--- config.mk ---
export PLATFORM = sky130hd
export DESIGN_NAME = int_ctrl
export DESIGN_NICKNAME = d
export VERILOG_FILES = /design/src/rtl/int_ctrl.sv
export SDC_FILE = /design/constraint.sdc
export NUM_CORES = 1
export LEC_CHECK = 0
export ABC_AREA = 1
export BUFFER_PORTS_ARGS = -buffer_cell sky130_fd_sc_hd__buf_2
export CAP_MARGIN = 10
export CORE_MARGIN = 2
export CORE_UTILIZATION = 43
export CTS_CLUSTER_DIAMETER = 150
export DETAILED_ROUTE_END_ITERATION = 6
export GPL_TIMING_DRIVEN = 0
export PLACE_DENSITY = 0.75
export SYNTH_ARGS = -nofsm -noshare
export SYNTH_HDL_FRONTEND = slang
export SYNTH_SLANG_ARGS = --single-unit
--- constraint.sdc ---
create_clock -name clk -period 2.6 [get_ports clk]
set_input_delay 0.39 -clock clk [delete_from_list [all_inputs] [get_ports clk]]
set_output_delay 0.39 -clock clk [all_outputs]
set_load 0.01 [all_outputs]
--- src/rtl/int_ctrl.sv ---
// int_ctrl: latches rising-edge requests from four sources, masks them, and issues one
// non-nesting interrupt pulse at a time. Optional irq_in synchronizer: define INT_CTRL_SYNC_EN.
module int_ctrl #(
  parameter logic [5:0]  RET_OP  = 6'b010000,
  parameter int unsigned HOLDOFF = 2
) (
  input  logic       clk,
  input  logic       reset,
  input  logic [3:0] irq_in,
  input  logic [5:0] op,
  input  logic       mask_we,
  input  logic [3:0] mask_data,
  output logic       interrupt,
  output logic [1:0] int_cause,
  output logic       in_service,
  output logic [3:0] pending
);

  localparam int unsigned CntW = (HOLDOFF < 2) ? 1 : $clog2(HOLDOFF + 1);

  typedef enum logic [1:0] {StIdle, StIssue, StService, StHold} state_e;

  state_e            r_state;
  logic              r_interrupt;
  logic [1:0]        r_cause;
  logic              r_in_service;
  logic [3:0]        r_pending;
  logic [3:0]        r_mask;
  logic [3:0]        r_s_d;
  logic [CntW-1:0]   r_cnt;

  state_e            w_state_nxt;
  logic              w_int_nxt;
  logic [1:0]        w_cause_nxt;
  logic              w_insvc_nxt;
  logic [CntW-1:0]   w_cnt_nxt;
  logic [3:0]        w_clear;
  logic [3:0]        w_s;
  logic [3:0]        w_edge;
  logic [3:0]        w_eligible;
  logic [1:0]        w_winner;
  logic [3:0]        w_pend_nxt;

`ifdef INT_CTRL_SYNC_EN
  logic [3:0] r_sync1;
  logic [3:0] r_sync2;

  always_ff @(posedge clk or negedge reset) begin
    if (!reset) begin
      r_sync1 <= '0;
      r_sync2 <= '0;
    end else begin
      r_sync1 <= irq_in;
      r_sync2 <= r_sync1;
    end
  end

  assign w_s = r_sync2;
`else
  assign w_s = irq_in;
`endif

  assign w_edge     = w_s & ~r_s_d;
  assign w_eligible = r_pending & ~r_mask;

  // Lowest eligible index wins.
  always_comb begin
    w_winner = 2'd0;
    for (int i = 3; i >= 0; i--) begin
      if (w_eligible[i]) w_winner = 2'(i);
    end
  end

  always_comb begin
    w_state_nxt = r_state;
    w_int_nxt   = 1'b0;
    w_cause_nxt = r_cause;
    w_insvc_nxt = r_in_service;
    w_cnt_nxt   = r_cnt;
    w_clear     = '0;
    unique case (r_state)
      StIdle: begin
        if (w_eligible != '0) begin
          w_state_nxt       = StIssue;
          w_int_nxt         = 1'b1;
          w_cause_nxt       = w_winner;
          w_clear[w_winner] = 1'b1;
          w_insvc_nxt       = 1'b1;
        end
      end
      StIssue: begin
        w_state_nxt = StService;
      end
      StService: begin
        if (op == RET_OP) begin
          w_state_nxt = StHold;
          w_insvc_nxt = 1'b0;
          w_cnt_nxt   = CntW'(HOLDOFF);
        end
      end
      StHold: begin
        w_cnt_nxt = r_cnt - 1'b1;
        if (r_cnt <= CntW'(1)) begin
          w_state_nxt = StIdle;
        end
      end
      default: begin
        w_state_nxt = StIdle;
      end
    endcase
  end

  // A new edge on the winner in the same cycle as its clear keeps the bit set.
  assign w_pend_nxt = (r_pending & ~w_clear) | w_edge;

  always_ff @(posedge clk or negedge reset) begin
    if (!reset) begin
      r_state      <= StIdle;
      r_interrupt  <= 1'b0;
      r_cause      <= 2'd0;
      r_in_service <= 1'b0;
      r_pending    <= 4'b0000;
      r_mask       <= 4'b1111;
      r_s_d        <= 4'b0000;
      r_cnt        <= '0;
    end else begin
      r_state      <= w_state_nxt;
      r_interrupt  <= w_int_nxt;
      r_cause      <= w_cause_nxt;
      r_in_service <= w_insvc_nxt;
      r_pending    <= w_pend_nxt;
      r_s_d        <= w_s;
      r_cnt        <= w_cnt_nxt;
      if (mask_we) r_mask <= mask_data;
    end
  end

  assign interrupt  = r_interrupt;
  assign int_cause  = r_cause;
  assign in_service = r_in_service;
  assign pending    = r_pending;

endmodule

# Word-level counts from Yosys, hierarchy flattened
# Index checks and enable logic that the tools add are counted.
# classes
addsub	1
order_cmp	3
eq_ne	7
mux	19
n_bitwise	7
n_reduce_logical	9
# ops
op	n
$mux W2	8
$and A4 B4 Y4	3
$not A4 Y4	3
$mux W4	2
$pmux W2 S4	1
$eq A6 B5 Y1 const B	1
$ne A2 B2 Y1 const B	3
$reduce_and A3 Y1	2
$mux W1	5
$eq A2 B2 Y1 const B	2
$or A4 B4 Y4	1
$pmux W2 S2	1
$reduce_and A2 Y1	2
$reduce_bool A2 Y1	2
$reduce_bool A4 Y1	1
$lt A2 B3 Y1 const B	1
$demux W1 S2	1
$eq A2 B1 Y1 const B	1
$ge A2 B1 Y1 const B	1
$le A2 B1 Y1 const B	1
$logic_not A2 Y1	1
$pmux W1 S2	1
$sub A2 B1 Y2 const B	1
$logic_and A1 B1 Y1	1
# totals
regBits	20
word_cells	54

# Logic depth before layout (Yosys ltp)
# Gate-level depths: netlist (run 1).
# logic_depth
ltp_word	15
mapped_depth	8
depth_no_buf	8

# Worst setup path after synthesis (run 1)
# OpenSTA, ideal clock, no wires.
# synth_path
kind	register to register
start	reg r_state[0]
end	reg r_pending[3], in the netlist pending[3]
t_arrival_ns	1.048
slack_ns	1.429
path_stages_with_launch	8
period_less_slack_ns	1.171
path_cell_list	dfrtp_1 -> inv_1 -> ha_1 -> inv_2 -> nor2_8 -> inv_2 -> o21ai_1 -> o21ai_1
# synth_via
elab_chain_len	5
# synth_lines
item	line	rtl
from (decl)	23	state_e r_state;
from (signal assigned)	118	r_state <= StIdle;
from (signal assigned)	127	r_state <= w_state_nxt;
$logic_not A2 Y1	81	unique case (r_state)
$mux W4	81	
$not A4 Y4	114	assign w_pend_nxt = (r_pending & ~w_clear) | w_edge;
$and A4 B4 Y4	114	
$or A4 B4 Y4	114	
named net w_pend_nxt[3]	42	logic [3:0] w_pend_nxt;
to (signal assigned)	131	r_pending <= w_pend_nxt;
to (decl)	27	logic [3:0] r_pending;
# The timed path passes the listed nets, and every way through them passes these cells.
# A chain may end at the register's enable or synchronous reset.

# Worst setup path after layout (run 1)
# Same ends and word-level chain as after synthesis.

==> results by group, run 1 <==
Status
  – Status: finished, final reports clean

Timing
  – Tcrit/Tclk final: 50.7%
  – Final setup vio count: 0
  – Max Slew Vio Count: 0
  – Worst-Margin Slew: 412 ps
  – Total negative slack: 0 ps
  – Minimum clock period: 1320 ps
  – RSZ-0062 raised after global routing: false
  – Max_slew headroom: 72.5%
  – Hold slack: 10.0 ps
  – Max frequency: 758 MHz
  – Hold Violations, Final: 0
  – Setup ws final: 1280 ps
  – Clock Skews: 4.44 ps

Route
  – DR WL met2: 892 um
  – WL final: 1670 um
  – Met3 WL: 74 um
  – Via count: 765
  – Post-route ant nets: 0
  – Wirelength per Cell: 10.4 um
  – Pre-antenna DRT Iters: 4
  – Top routing layer used: met4
  – DR iter-0 viols: 11
  – Routed metal-1 wire length: 700 um
  – # DRC: 0
  – Via density: 4.78

Final layout
  – Area growth syn-to-layout: 19.6%
  – Share of layout cells above drive strength 1: 36.4%
  – Fin area: 1170 um^2
  – Nets: 154
  – Antenna diode count: 0

Place
  – Final HPWL DP: 1420 um
  – Placed Area: 1130 um^2
  – DP Worst Slack: 1290 ps
  – PortBufs: 24
  – GPL Wtd Cong: 0.745

Synth
  – Yosys warns: 0
  – Top FF cell, synth: dfrtp_1
  – Area contributors post-synth: dfrtp_1 (41%), dfstp_2 (11%), nand2_1 (9.2%)
  – Synth cell count leaders: nand2_1 (24), dfrtp_1 (16), inv_1 (12)
  – Largest area contributor in the netlist: dfrtp_1
  – Synthesized Nets: 125
  – Most common cell in the netlist: nand2_1
  – Synth top area share: 40.9%
  – Async set-reset flop share out of synthesis: 100%
  – #FFs+latches synth: 20
  – Seq/Total Area, Yosys: 51.7%
  – Mean area per synthesized cell: 9.41 um^2
  – Post-synth cell types: 20
  – Netlist Area Pre-Place: 978 um^2
  – Syn Inst Count: 104
  – EDFF count, synth: 0

GRT
  – Largest net degree at the start of global routing: 21
  – Vias in the first global route: 745
  – First-pass GRT wire length: 2950 um
  – Total Routing Usage GR: 14.8%
  – Antenna violations before repair: 0
  – Overflow after GRT: 0

Floorplanning
  – I/O Pins: 25
  – Placeable core area: 2190 um^2
  – Row cnt: 17
  – Die Y: 51.7 um
  – Die span in x: 51.7 um
  – Initial core utilization: 44.7%
  – Die Area: 2670 um^2

Setup path
  – Startpoint types: flip-flop
  – WS Path Type: flip-flop to flip-flop
  – Critical Path RT: 2790 ps
  – Worst R2R Path Depth: 7
  – Max FO, Critical Path: 6
  – CP Capture Type: flip-flop
  – Arrival time at the worst endpoint: 1510 ps

Clock network
  – Setup bufs post-CTS: 0
  – CTS tree: yes
  – Post_cts resized: 0
  – Num CTS Buffers: 3
  – Num Clock Sinks: 20
  – Clk_lat worst skew: 290 ps
  – Clock Path Buffers: 2
  – CTS clock-pin slew for the worst setup and hold paths: 110 ps
  – H-tree depth: 1
  – Hold Buf Count CTS: 0
  – CTS root buffer: clkbuf_4

Power and ir drop
  – Lkg Pwr: 0.631 nW
  – Total power: 1.20 mW
  – Power per cell area: 1020 nW/um^2
  – Max VDD drop: 444 uV

Run
  – Max-cap viol count: 0

Worst hold path
  – Tightest Hold Check Type: input port to asynchronous set/reset pin
## critical path, cell delays in order, from the launching register on
cell and delay [ps]:
dfrtp_1 410, inv_1 90, ha_1 210, inv_2 120
nor2_8 140, inv_2 40, o21ai_1 110, o21ai_1 80
## path summary, 6_finish.rpt
kind | from | to | slack (ps)
max | r_state[0] | pending[3] | 1280
min | reset | pending[3] | 10
max reg2reg | r_state[0] | pending[3] | 1280
min reg2reg | r_s_d[3] | pending[3] | 430
max in group asynchronous | reset | r_mask[2] | 2260
min in group clk | irq_in[0] | r_s_d[0] | 200
## final cells by class
class | count | area (um^2)
timing repair buffer | 24 | 120
inverter | 17 | 63.8
clock buffer | 4 | 36.3
tap | 28 | 35.0
multi-input combinational | 67 | 409
sequential | 20 | 505
fill | 219 | 1020
## cell families (layout without fill, tap and decap cells)
family	count (synthesis)	after routing	share of synthesized area [%]
muxes	1	1	1.15
AOI/OAI and AO/OA	16	16	9.59
buffers and inverters	17	45	6.52
DFF	20	20	51.7
adders and majority gates	4	4	5.12
and+or+nand+nor	46	46	26.0
## metrics by stage
stage | cells | utilization, %
detailed placement | 156 | 51.7
floorplan | 104 | -
finish | 160 | 53.4
global route | 160 | 53.4
CTS | 160 | 53.4
global placement | 156 | 51.7
## where the power goes
group	internal (mW)	leakage, nW	switching [mW]	total, mW
clock	0.0853	0.0210	0.0887	0.174
sequential	0.411	0.227	0.0647	0.476
combinational	0.213	0.382	0.335	0.548
total	0.710	0.631	0.489	1.20
## placed cells by master, fill, tap and decap left out, drive strengths merged
cell type	netlist	final
o21ai	15	15
nand2	29	29
inv	17	17
nor2	8	8
mux2	1	1
nand3b	1	1
ha	4	4
nand3	5	5
dfrtp	16	16
o211ai	1	1
nand4	3	3
clkbuf	0	4
dfstp	4	4
buf	0	24
## flip-flops by register name (all words and copies together), names as in the netlist
signal / flops
interrupt: 1
pending: 4
r_s_d: 4
r_state: 2
int_cause: 2
r_cnt: 2
r_mask: 4
in_service: 1
## routing by layer
metal  global-route usage [%]  vias up
met5                        0        -
met4                     6.58        0
met3                     1.72        2
met2                     28.0       21
met1                     16.4      351
li1                         -      391
Power figures use the tool's default switching activity.
==> run 2: changes to the inputs <==
--- a/config.mk
+++ b/config.mk
@@ -13,7 +13,7 @@
 export CTS_CLUSTER_DIAMETER = 150
 export DETAILED_ROUTE_END_ITERATION = 6
 export GPL_TIMING_DRIVEN = 0
-export PLACE_DENSITY = 0.75
+export PLACE_DENSITY = 0.78
 export SYNTH_ARGS = -nofsm -noshare
 export SYNTH_HDL_FRONTEND = slang
 export SYNTH_SLANG_ARGS = --single-unit
==> constraint.sdc (replaced) <==
create_clock -name clk -period 1.14 [get_ports clk]
set_input_delay 0.171 -clock clk [delete_from_list [all_inputs] [get_ports clk]]
set_output_delay 0.171 -clock clk [all_outputs]
set_load 0.01 [all_outputs]
==> run 2 against run 1 <==
  * The run now ends with negative setup slack left
  * Non-clock buffer count is 13 higher
  * Total power increased to 2.6 times the previous value
  * Final cell count up 7.5%
  * Clock-buffer cell count down 1
  * Global-route usage increased by 0.89 points
  * Register-to-register slack got worse by 1400 ps
  * Clock power rose by 81%
  * Final area increased by 16%
  * Via count rose by 8.6%
==> results by group, run 2 (synthesis gave the netlist of run 1 again) <==
Status
  – Status: complete, but fails checks (was finished, final reports clean)
  – Failing checks: negative setup slack

Floorplanning
  – I/O Pins: 25 (unchanged)
  – Row cnt: 17 (unchanged)
  – Initial core utilization: 44.7% (unchanged)
  – Die Area: 2670 um^2 (unchanged)
  – Placeable core area: 2190 um^2 (unchanged)
  – Die Y: 51.7 um (unchanged)
  – Die span in x: 51.7 um (unchanged)

Place
  – Final HPWL DP: 1420 um (about the same)
  – Placed Area: 1150 um^2 (was 1130 um^2)
  – GPL Wtd Cong: 0.800 (was 0.745)
  – PortBufs: 24 (unchanged)

Power and ir drop
  – Seq pwr share: 36.1% (was 39.7%)
  – Power per cell area: 2320 nW/um^2 (was 1020 nW/um^2)
  – Lkg Pwr: 0.696 nW (was 0.631 nW)
  – Internal: 1.84 mW (was 0.710 mW)
  – Switching part of the total: 41.4% (was 40.8%)
  – Comb power frac: 53.9% (was 45.8%)
  – Power share of the clock group: 10.0% (was 14.5%)
  – Max VDD drop: 1240 uV (was 444 uV)
  – Psw: 1.30 mW (was 0.489 mW)

Route
  – Post-route ant nets: 0 (unchanged)
  – # DRC: 0 (unchanged)
  – Wirelength per Cell: 11.3 um (was 10.4 um)
  – WL final: 1950 um (was 1670 um)
  – DR iter-0 viols: 13 (was 11)
  – Via density: 4.83 (was 4.78)
  – Pre-antenna DRT Iters: 5 (was 4)
  – Via count: 831 (was 765)

GRT
  – Vias in the first global route: 807 (was 745)
  – Overflow after GRT: 0 (unchanged)
  – Largest net degree at the start of global routing: 21 (unchanged)
  – Antenna violations before repair: 0 (unchanged)
  – First-pass GRT wire length: 3110 um (was 2950 um)
  – Total Routing Usage GR: 15.7% (was 14.8%)

Clock network
  – CTS clock-pin slew for the worst setup and hold paths: 100 ps (was 110 ps)
  – Clock Path Buffers: 2 (unchanged)
  – CTS tree: yes (unchanged)
  – H-tree depth: 1 (unchanged)
  – Num CTS Buffers: 3 (unchanged)
  – Num Clock Sinks: 20 (unchanged)
  – Clk_lat worst skew: 290 ps (about the same)
  – CTS root buffer: clkbuf_4 (unchanged)

Timing
  – Clock Skews: 0.800 ps (was 4.44 ps)
  – Max_slew headroom: 70.8% (was 72.5%)
  – Minimum clock period: 1220 ps (was 1320 ps)
  – Max Slew Vio Count: 0 (unchanged)
  – Hold slack: 91.8 ps (was 10.0 ps)
  – Final setup vio count: 7 (was 0)
  – Setup ws final: -76.3 ps (was 1280 ps)
  – Tcrit/Tclk final: 107% (was 50.7%)
  – Max frequency: 822 MHz (was 758 MHz)
  – Worst-Margin Slew: 439 ps (was 412 ps)
  – Hold Violations, Final: 0 (unchanged)
  – RSZ-0062 raised after global routing: true (was false)

Setup path
  – CP startpoint: r_mask[0] (was r_state[0])
  – Worst r2r src: r_mask[0] (was r_state[0])
  – R2r setup slk: -80 ps (was 1280 ps)
  – Setup crit end: pending[3] (unchanged)
  – Worst R2R Path Depth: 7 (unchanged)
  – Startpoint types: flip-flop (unchanged)
  – Max FO, Critical Path: 2 (was 6)
  – WS Path Type: flip-flop to flip-flop (unchanged)
  – CP Capture Type: flip-flop (unchanged)
  – Critical Path RT: 1320 ps (was 2790 ps)
  – Arrival time at the worst endpoint: 1400 ps (was 1510 ps)
  – RR Endpoint: pending[3] (unchanged)

Final layout
  – Antenna diode count: 0 (unchanged)
  – # fillers: 189 (was 219)
  – Share of layout cells above drive strength 1: 49.3% (was 36.4%)
  – Commonest non-fill, non-tap cells in the layout: buf_2 (24), nand2_1 (21), dfrtp_1 (15), inv_2 (8), inv_1 (8) (was nand2_1 (24), buf_2 (24), dfrtp_1 (16), inv_1 (12), o21ai_0 (9))
  – Nets: 167 (was 154)
  – Most common cell after layout, fill and taps aside: buf_2
  – Area growth syn-to-layout: 38.5% (was 19.6%)
  – Fin area: 1360 um^2 (was 1170 um^2)

Worst hold path
  – Hold depth: 3
  – Tightest Hold Check Type: input port to flip-flop (was input port to asynchronous set/reset pin)

Run
  – Max-cap viol count: 0 (unchanged)
==> run 2: cell count changes in the layout (fill, tap and decap cells not counted), sizes merged <==
cell,change
clkbuf,-1
buf,+8
dlygate4sd3,+5
==> run 2: how the worst min path moves through the flow <==
stage | slack [ps] | start | endpoint
floorplan | -120 | reset | in_service
global placement | 130 | reset | r_s_d[2]
detailed placement | 140 | reset | r_s_d[3]
CTS | 90 | mask_data[1] | r_mask[1]
global route | 110 | mask_data[1] | r_mask[1]
finish | 90 | mask_data[1] | r_mask[1]
==> run 2: what timing repair did <==
| action | 4_1_cts | 5_1_grt |
|---|---|---|
| resized for setup | 9 | 13 |
| setup buffers | 5 | 3 |
| endpoints found under the hold margin | 20 | 0 |
| endpoints found under the setup margin | 10 | 11 |
| pin swaps | 2 | 10 |
| hold buffers | 5 | 0 |
==> run 2: metal layers <==
| metal | global-route usage, % | wire length [um] |
|---|---|---|
| met5 | 0 | 0 |
| met4 | 5.26 | 13 |
| met3 | 1.72 | 89 |
| met2 | 30.6 | 1050 |
| met1 | 17.4 | 788 |
==> run 2: critical path, stage by stage (launching register included) <==
cell     delay, ps
dfstp_2        550
inv_2           50
nand2_4         60
nand2_4         80
nor2_8         130
inv_2           60
o21ai_2        110
o21ai_1         70
==> run 2: stage by stage <==
stage / setup slack [ps] / instances / total power [mW] / utilization (%) / setup TNS [ps]
global route: -144 / 172 / 3.38 / 61.9 / -920
finish: -76.3 / 172 / 3.14 / 61.9 / -358
detailed placement: -87.3 / 156 / 2.45 / 52.4 / -566
floorplan: 15.4 / 104 / 2.07 / - / 0
global placement: -69.4 / 156 / 2.36 / 52.4 / -261
CTS: -60.8 / 169 / 2.97 / 58.6 / -258
==> run 2: power groups by stage <==
stage	Sequential, mW	Clock [mW]	Combinational, mW
2_1_floorplan	1.14	0	0.930
3_3_place_gp	1.09	0	1.27
3_5_place_dp	1.10	0	1.35
4_1_cts	1.10	0.322	1.55
5_1_grt	1.16	0.356	1.87
6_report	1.13	0.315	1.69
==> run 2: cell type report <==
cell class                 count  area, um^2  share of cell area, %
sequential                    20         507                   37.4
multi-input combinational     67         479                   35.4
timing repair buffer          37         243                   17.9
inverter                      17        68.8                   5.08
tap                           28        35.0                   2.59
clock buffer                   3        22.5                   1.66
